<file path="src/rtl/gf_serial_mult.sv">
// ---------------------------------------------------------------------------
// gf_serial_mult
//
// Bit-serial GF(2^M) multiplier. It reduces modulo the fixed field polynomial
// POLY. It sits right after the GF(2^4) inverter in the ECC datapath. A
// typical job is forming the point-addition slope
//    lambda = (y1 ^ y2) * (x1 ^ x2)^-1
// where the inverter supplies the inverse on 'a'.
//
// The operands are captured when start is seen in IDLE. After that, one
// multiplier bit is consumed per clock, most significant bit first, using
// Horner's rule:
//    acc = acc * x + rb[i] * ra   (mod POLY)
// A result takes M clocks in RUN. The product is then presented on 'out'
// together with a one-cycle 'done' pulse. It stays on 'out' until the next
// completion or until reset.
//
// Optional feature (macro GF_MULT_ACC_EN):
//    When the macro is defined, an addend port 'c' exists. It is captured
//    with the operands and XORed into the final product, which gives a fused
//    multiply-add: out = (a*b mod POLY) ^ c. Latency is the same either way.
//    When the macro is undefined, neither 'c' nor its holding register exist.
//
// Parameters:
//    M        field degree; width of the operands and the result (M >= 2)
//    POLY     field polynomial, M+1 bits wide, with POLY[M] = 1
//             (default x^4 + x + 1)
//
// Ports:
//    clock    rising-edge clock
//    reset_n  asynchronous, active-low reset
//    start    request; only looked at while idle
//    a        multiplicand, reduced form
//    b        multiplier, reduced form
//    c        addend (GF_MULT_ACC_EN builds only)
//    busy     high while a multiplication is running
//    done     one-cycle pulse; 'out' is valid from this cycle on
//    out      product, held between completions
// ---------------------------------------------------------------------------
module gf_serial_mult #(
   parameter int         M    = 4,
   parameter logic [M:0] POLY = 5'b10011
) (
   input  logic         clock,
   input  logic         reset_n,
   input  logic         start,
   input  logic [M-1:0] a,
   input  logic [M-1:0] b,
`ifdef GF_MULT_ACC_EN
   input  logic [M-1:0] c,
`endif
   output logic         busy,
   output logic         done,
   output logic [M-1:0] out
);

   // The bit counter only has to hold M-1 down to 0.
   localparam int CW = (M > 1) ? $clog2(M) : 1;

   localparam logic [0:0] STATE_IDLE = 1'b0;
   localparam logic [0:0] STATE_RUN  = 1'b1;

   // The reduction term is the polynomial without its leading x^M bit.
   // That bit is what falls off the top when acc is shifted.
   localparam logic [M-1:0] POLY_LOW = POLY[M-1:0];

   logic [0:0]    state;
   logic [M-1:0]  ra;
   logic [M-1:0]  rb;
   logic [M-1:0]  acc;
   logic [CW-1:0] cnt;

   logic [M-1:0]  acc_shift;
   logic [M-1:0]  acc_next;
   logic [M-1:0]  result;

`ifdef GF_MULT_ACC_EN
   logic [M-1:0]  rc;
`endif

   // One Horner step. Multiplying acc by x is a left shift. If the bit
   // shifted out was set, the x^M term it represents is replaced by its
   // residue POLY_LOW, which keeps acc reduced to M bits at every step. The
   // current multiplier bit then conditionally adds (XORs) the multiplicand.
   always_comb begin
      acc_shift = {acc[M-2:0], 1'b0};
      if (acc[M-1]) begin
         acc_shift = acc_shift ^ POLY_LOW;
      end
      acc_next = acc_shift;
      if (rb[cnt]) begin
         acc_next = acc_shift ^ ra;
      end
   end

   // The value written to 'out' on the last step. The final Horner step is
   // taken directly from acc_next, so no extra cycle is spent moving acc to
   // the output.
   always_comb begin
`ifdef GF_MULT_ACC_EN
      result = acc_next ^ rc;
`else
      result = acc_next;
`endif
   end

   // Control and datapath registers. IDLE waits for start and captures the
   // operands. RUN performs one step per clock until the counter has
   // consumed bit 0. At that point the product is written to 'out', done is
   // pulsed, and the FSM returns to IDLE. Returning to IDLE in the done
   // cycle is what allows a back-to-back start to be taken in that cycle.
   // Reset aborts everything immediately, with no done pulse.
   always_ff @(posedge clock or negedge reset_n) begin
      if (!reset_n) begin
         state <= STATE_IDLE;
         ra    <= '0;
         rb    <= '0;
         acc   <= '0;
         cnt   <= '0;
         done  <= 1'b0;
         out   <= '0;
`ifdef GF_MULT_ACC_EN
         rc    <= '0;
`endif
      end else begin
         done <= 1'b0;
         if (state == STATE_IDLE) begin
            if (start) begin
               ra    <= a;
               rb    <= b;
`ifdef GF_MULT_ACC_EN
               rc    <= c;
`endif
               acc   <= '0;
               cnt   <= CW'(M - 1);
               state <= STATE_RUN;
            end
         end else begin
            acc <= acc_next;
            cnt <= cnt - CW'(1);
            if (cnt == '0) begin
               out   <= result;
               done  <= 1'b1;
               state <= STATE_IDLE;
            end
         end
      end
   end

   // busy follows the state directly. It rises after the start edge and
   // falls on the same edge that raises done.
   assign busy = (state == STATE_RUN);

endmodule

</file>
<file path="config.mk">
export PLATFORM = sky130hd
export DESIGN_NAME = gf_serial_mult
export DESIGN_NICKNAME = d
export VERILOG_FILES = /design/src/rtl/gf_serial_mult.sv
export SDC_FILE = /design/constraint.sdc
export NUM_CORES = 1
export LEC_CHECK = 0
export ABC_AREA = 1
export BUFFER_PORTS_ARGS = -buffer_cell sky130_fd_sc_hd__buf_2
export CAP_MARGIN = 20
export CORE_MARGIN = 3
export CORE_UTILIZATION = 28
export CTS_CLUSTER_DIAMETER = 60
export CTS_CLUSTER_SIZE = 28
export DETAILED_ROUTE_END_ITERATION = 10
export GPL_ROUTABILITY_DRIVEN = 0
export REMOVE_ABC_BUFFERS = 1
export SYNTH_ARGS = -nofsm -noshare
export SYNTH_HDL_FRONTEND = slang
export SYNTH_SLANG_ARGS = --single-unit
</file>
<file path="constraint.sdc">
create_clock -name clock -period 1.8 [get_ports clock]
set_clock_uncertainty 0.1 [all_clocks]
set_input_delay 0.36 -clock clock [delete_from_list [all_inputs] [get_ports clock]]
set_output_delay 0.36 -clock clock [all_outputs]
set_load 0.05 [all_outputs]
</file>
==> out/results.tsv, run 1 <==
stage	metric	value	unit
run_status	status	completed	
clock_tree	Post CTS Setup Buffer Count	0	
floorplanning	core area	3200	um2
sta	final period utilization	90.6	%
routing	WL per Instance	10.5	um
logic_synthesis	Yosys warnings	0	
logic_synthesis	commonest cells in the netlist	nand2_1, dfrtp_1, inv_1, nand3_1, nor2_1	
logic_synthesis	count leader, synth	nand2_1	
hold_path	worst hold stages	2	
clock_tree	Skew-Pair Late Insertion Delay	300	ps
critical_path	crit path capture type	primary output	
hold_path	Min-Delay Path Class	primary input to flop	
finish	Syn-to-layout area delta	16.0	%
routing	Remaining DRCs	0	
logic_synthesis	Synth top area share	50.5	%
sta	crit path time final	1630	ps
logic_synthesis	Gate Count Post-Synth	118	
job	max_cap viols	0	
floorplanning	io pins	17	
sta	Final Hold Viols	0	
critical_path	CP max FO	9	
clock_tree	TritonCTS Buffers	3	
critical_path	crit path max-delay cell type	dfrtp_1	
sta	unrepaired setup endpoints after global routing	false	
clock_tree	CTS tree	yes	
floorplanning	height of the die	65.5	um
routing	final WL	1910	um
logic_synthesis	post-synthesis async set-or-reset flop share	100	%
floorplanning	FP Rows	20	
pwr	LEAKAGE	0.645	nW
finish	nets	150	
critical_path	startpoint types	flop	
critical_path	R2R Setup Slk	400	ps
logic_synthesis	Synth cell types	16	
place	IO Port Bufs	16	
sta	Final Max Tran Viols	0	
clock_tree	CTS Buffer Depth	2	
finish	fillers	367	
critical_path	max incr delay on CP	530	ps
logic_synthesis	number of synthesized flops with an enable pin	0	
finish	n_diodes	0	
grt	grt total ovfl	0	
critical_path	FF-to-FF path depth	3	
floorplanning	full die area	4290	um2
grt	vias in the first global route	706	
finish	share of cells above drive strength 1	23.4	%
logic_synthesis	Mapped Avg Cell Area	8.40	um2
critical_path	CP bufs+invs	1	
clock_tree	clk sinks	20	
critical_path	Top delay family on crit path	flip-flops	
clock_tree	H-tree levels	1	
grt	first-pass GRT wire length	3240	um
sta	worst slew pin tran	446	ps
grt	largest net degree at the start of global routing	21	
critical_path	CP required	1340	ps
grt	GRT Total Usage	10.1	%
pwr	maximum VDD drop	730	uV
logic_synthesis	Most used DFF post-synth	dfrtp_1	
pwr	power density cells	1980	nW/um2
clock_tree	register clock-pin slew on the reported worst setup and hold paths	120	ps
logic_synthesis	Synth area leaders	dfrtp_1, nand2_1, inv_1	
finish	register area	500	um2
routing	Final ANT Viol Nets	0	
finish	footprint of the multi-input gates	423	um2
floorplanning	Starting Density	30.9	%
clock_tree	Clock Tree Root	clkbuf_4	
logic_synthesis	Synth area leader	dfrtp_1	
routing	vias per cell	4.27	
sta	Slew HR	70.3	%
logic_synthesis	Yosys reg bits	20	
finish	Non-Filler Instances	181	
logic_synthesis	Mapped Area	991	um2
grt	initial antenna violation count	0	
clock_tree	post-cts resize count	0	
clock_tree	Hold Buf Count CTS	1	
place	Post-DP HPWL	1460	um
critical_path	critical path depth	1	
routing	DRT Pass-1 Iters	4	
routing	Starting DRT DRC Count	25	
routing	vias	773	
sta	Peak Freq	613	MHz
logic_synthesis	post-synthesis sequential area ratio	50.5	%
critical_path	worst path cell trace	buf_2	
critical_path	CP arrival	1170	ps
sta	Final setup viols	0	
floorplanning	die width	65.5	um
critical_path	CP Class	flop to primary output	
sta	final setup TNS	0	ps
place	Placed Cells	176	
pwr	Tot Pwr	2.28	mW
==> final timing paths <==
| path | to | start |
|---|---|---|
| max | busy | busy |
| min reg2reg | out[0] | out[0] |
| min in group asynchronous | rb[2] | reset_n |
| min | rb[2] | b[2] |
| max in group asynchronous | ra[1] | reset_n |
| max reg2reg | rb[3] | busy |
==> final cells by class <==
cell class / instances / share of cell area, %
Tap cell: 44 / 4.79
Clock buffer: 4 / 3.16
Timing Repair Buffer: 17 / 7.83
Inverter: 12 / 3.92
Sequential cell: 20 / 43.5
Multi-Input combinational cell: 84 / 36.8
==> layout by cell type (no fill, tap or decap), types with 2 or more instances in the layout <==
cell type | synthesis | routed
inv_2 | 2 | 2
a21oi_1 | 4 | 4
clkbuf_4 | 0 | 3
nand3_4 | 2 | 2
dfrtp_1 | 20 | 20
nand2_1 | 54 | 54
buf_2 | 0 | 16
nand2_2 | 3 | 3
nand3_1 | 7 | 7
mux2_2 | 2 | 2
inv_1 | 10 | 10
mux2_4 | 2 | 2
nor2_1 | 6 | 6
==> registers in the layout, summed over array words and instances, names as in the netlist <==
signal / cells
cnt: 2
out: 4
ra: 4
rb: 4
done: 1
busy: 1
acc: 4
==> report_power, final <==
part	internal [mW]	switching, mW
registers	0.667	0.170
clock network	0.123	0.141
logic	0.399	0.779
total	1.19	1.09
==> worst reg2reg max path, delay by kind of cell, from the launching register on <==
kind,cells,cell delay (ps)
flip-flops,1,530
multiplexers,1,370
AND/OR/NAND/NOR,1,220
buffers and inverters,1,70
==> through the flow <==
stage	hold slack (ps)	worst slack, ps	area [um2]	util [%]
6_report	177	169	1150	35.9
3_3_place_gp	230	469	1100	34.5
5_1_grt	166	113	1150	35.9
3_5_place_dp	233	428	1100	34.5
4_1_cts	174	164	1150	35.9
2_1_floorplan	-35.6	240	968	-
==> layer usage <==
metal | wire [um] | share of wire (%) | GRT usage [%]
met1 | 868 | 46 | 12.9
met2 | 898 | 47 | 15.3
met3 | 102 | 5.4 | 3.59
met4 | 36 | 1.9 | 4.66
met5 | 0 | 0 | 0
==> kinds of logic after synthesis <==
kind of cell | count (synthesis) | synth area share (%)
simple gates | 73 | 32.8
flops | 20 | 50.5
buf+inv | 14 | 6.82
compound gates | 6 | 3.28
mux | 4 | 5.30
fa+ha+maj | 1 | 1.26
(Power assumes the default switching activity.)
==> inputs of run 2 (changes only) <==
clock period = 1.5 ns   (was 1.8 ns; I/O delays follow)
==> out/results.tsv, run 2 (synthesis gave the netlist of run 1 again) <==
stage	metric	value	unit	change
run_status	status	completed		unchanged
pwr	power density cells	2340	nW/um2	was 1980 nW/um2
place	IO Port Bufs	16		unchanged
grt	vias in the first global route	746		was 706
finish	most common cell after layout, fill and taps aside	nand2_1		unchanged
sta	unrepaired setup endpoints after global routing	false		unchanged
clock_tree	clk sinks	20		unchanged
hold_path	Min-Delay Path Class	primary input to flop		unchanged
floorplanning	Starting Density	30.9	%	unchanged
clock_tree	CTS Buffer Depth	2		unchanged
sta	Final setup viols	0		unchanged
finish	Non-Filler Instances	182		was 181
critical_path	CP max FO	9		unchanged
critical_path	crit path max-delay cell type	dfrtp_2		was dfrtp_1
pwr	LEAKAGE	0.648	nW	was 0.645 nW
floorplanning	core area	3200	um2	unchanged
finish	register area	502	um2	was 500 um2
critical_path	CP Class	flop to primary output		unchanged
floorplanning	height of the die	65.5	um	unchanged
place	Placed Cells	178		was 176
routing	DRT Pass-1 Iters	4		unchanged
critical_path	CP arrival	1000	ps	was 1170 ps
floorplanning	die width	65.5	um	unchanged
sta	crit path time final	1400	ps	
sta	Slew HR	70.1	%	was 70.3%
clock_tree	H-tree levels	1		unchanged
grt	initial antenna violation count	0		unchanged
sta	Final WS setup	95.3	ps	was 169 ps
clock_tree	Post CTS Setup Buffer Count	0		unchanged
clock_tree	Skew-Pair Late Insertion Delay	300	ps	about the same
critical_path	max incr delay on CP	490	ps	was 530 ps
place	placed cell areas	1120	um2	was 1100 um2
grt	first-pass GRT wire length	3330	um	was 3240 um
grt	largest net degree at the start of global routing	21		unchanged
routing	vias per cell	4.34		was 4.27
sta	final period utilization	93.6	%	
routing	Final ANT Viol Nets	0		unchanged
floorplanning	full die area	4290	um2	unchanged
routing	final WL	1920	um	was 1910 um
routing	Starting DRT DRC Count	37		was 25
job	max_cap viols	0		unchanged
critical_path	CP bufs+invs	1		unchanged
critical_path	R2R Setup Slk	140	ps	was 400 ps
finish	commonest non-fill, non-tap cells in the layout	nand2_1, dfrtp_1, buf_2		unchanged
clock_tree	Clock Tree Root	clkbuf_4		unchanged
routing	WL per Instance	10.5	um	about the same
sta	Final Max Tran Viols	0		unchanged
floorplanning	io pins	17		unchanged
clock_tree	register clock-pin slew on the reported worst setup and hold paths	100	ps	was 120 ps
critical_path	CP required	1100	ps	was 1340 ps
finish	fillers	353		was 367
critical_path	crit path capture type	primary output		unchanged
sta	worst hold slack	122	ps	was 177 ps
finish	footprint of the multi-input gates	423	um2	unchanged
place	Place WS	158	ps	was 428 ps
sta	Peak Freq	712	MHz	
grt	grt total ovfl	0		unchanged
finish	n_diodes	0		unchanged
routing	vias	789		was 773
floorplanning	FP Rows	20		unchanged
place	Post-DP HPWL	1490	um	was 1460 um
grt	GRT Total Usage	10.2	%	was 10.1%
routing	Remaining DRCs	0		unchanged
clock_tree	CTS tree	yes		unchanged
finish	Syn-to-layout area delta	16.5	%	was 16.0%
sta	Final Hold Viols	0		unchanged
finish	nets	152		was 150
critical_path	startpoint types	flop		unchanged
finish	share of cells above drive strength 1	24.6	%	was 23.4%
pwr	maximum VDD drop	690	uV	was 730 uV
finish	Finished Cell Area	1150	um2	about the same
sta	final setup TNS	0	ps	unchanged
sta	worst slew pin tran	449	ps	was 446 ps
critical_path	Top delay family on crit path	flip-flops		unchanged
clock_tree	TritonCTS Buffers	3		unchanged
critical_path	worst path cell trace	buf_4		was buf_2
==> run 2: cell count changes in the layout (fill, tap and decap cells not counted) <==
cell      before  now
dfrtp_2        0    1
dfrtp_1       20   19
clkbuf_8       1    0
buf_4          0    3
buf_2         16   15
==> run 2: what timing repair did <==
item                       CTS  global route
gates resized for setup      2             0
hold endpoints to repair    20             0
setup endpoints to repair    1             0
hold buffers                 1             0
==> run 2: worst paths after layout <==
kind | end | cells past startpoint | startpoint
setup / recovery | busy | 1 | busy
hold / removal | rb[2] | 2 | b[2]
setup reg to reg | out[1] | 6 | cnt[1]
hold reg to reg | out[0] | 2 | out[0]
max in group asynchronous | busy | 2 | reset_n
min in group asynchronous | rb[0] | 2 | reset_n
==> run 2: through the flow <==
step                utilization, %  power (mW)
floorplan                        -        2.11
global placement              34.9        2.42
detailed placement            34.9        2.45
CTS                           36.1        2.72
global route                  36.1        2.97
finish                        36.1        2.70
==> run 2: per-layer routing <==
layer,global-route usage (%),up-vias,wire length (um)
met2,14.0,15,839
met4,3.89,0,32
met1,14.5,362,942
li1,-,407,-
met5,0,-,0
met3,3.59,5,100
==> run 2: where the power goes <==
| group | total (mW) | internal [mW] | switching [mW] |
|---|---|---|---|
| Combinational | 1.43 | 0.499 | 0.935 |
| Sequential | 1.02 | 0.803 | 0.213 |
| Clock | 0.247 | 0.0938 | 0.154 |
==> run 2: area by class of cell <==
class,count,area share (%)
well taps,44,4.77
inverters,12,3.90
multi-input cells,84,36.6
clock buffers,3,1.95
flip-flops and latches,20,43.4
repair buffers,19,9.32
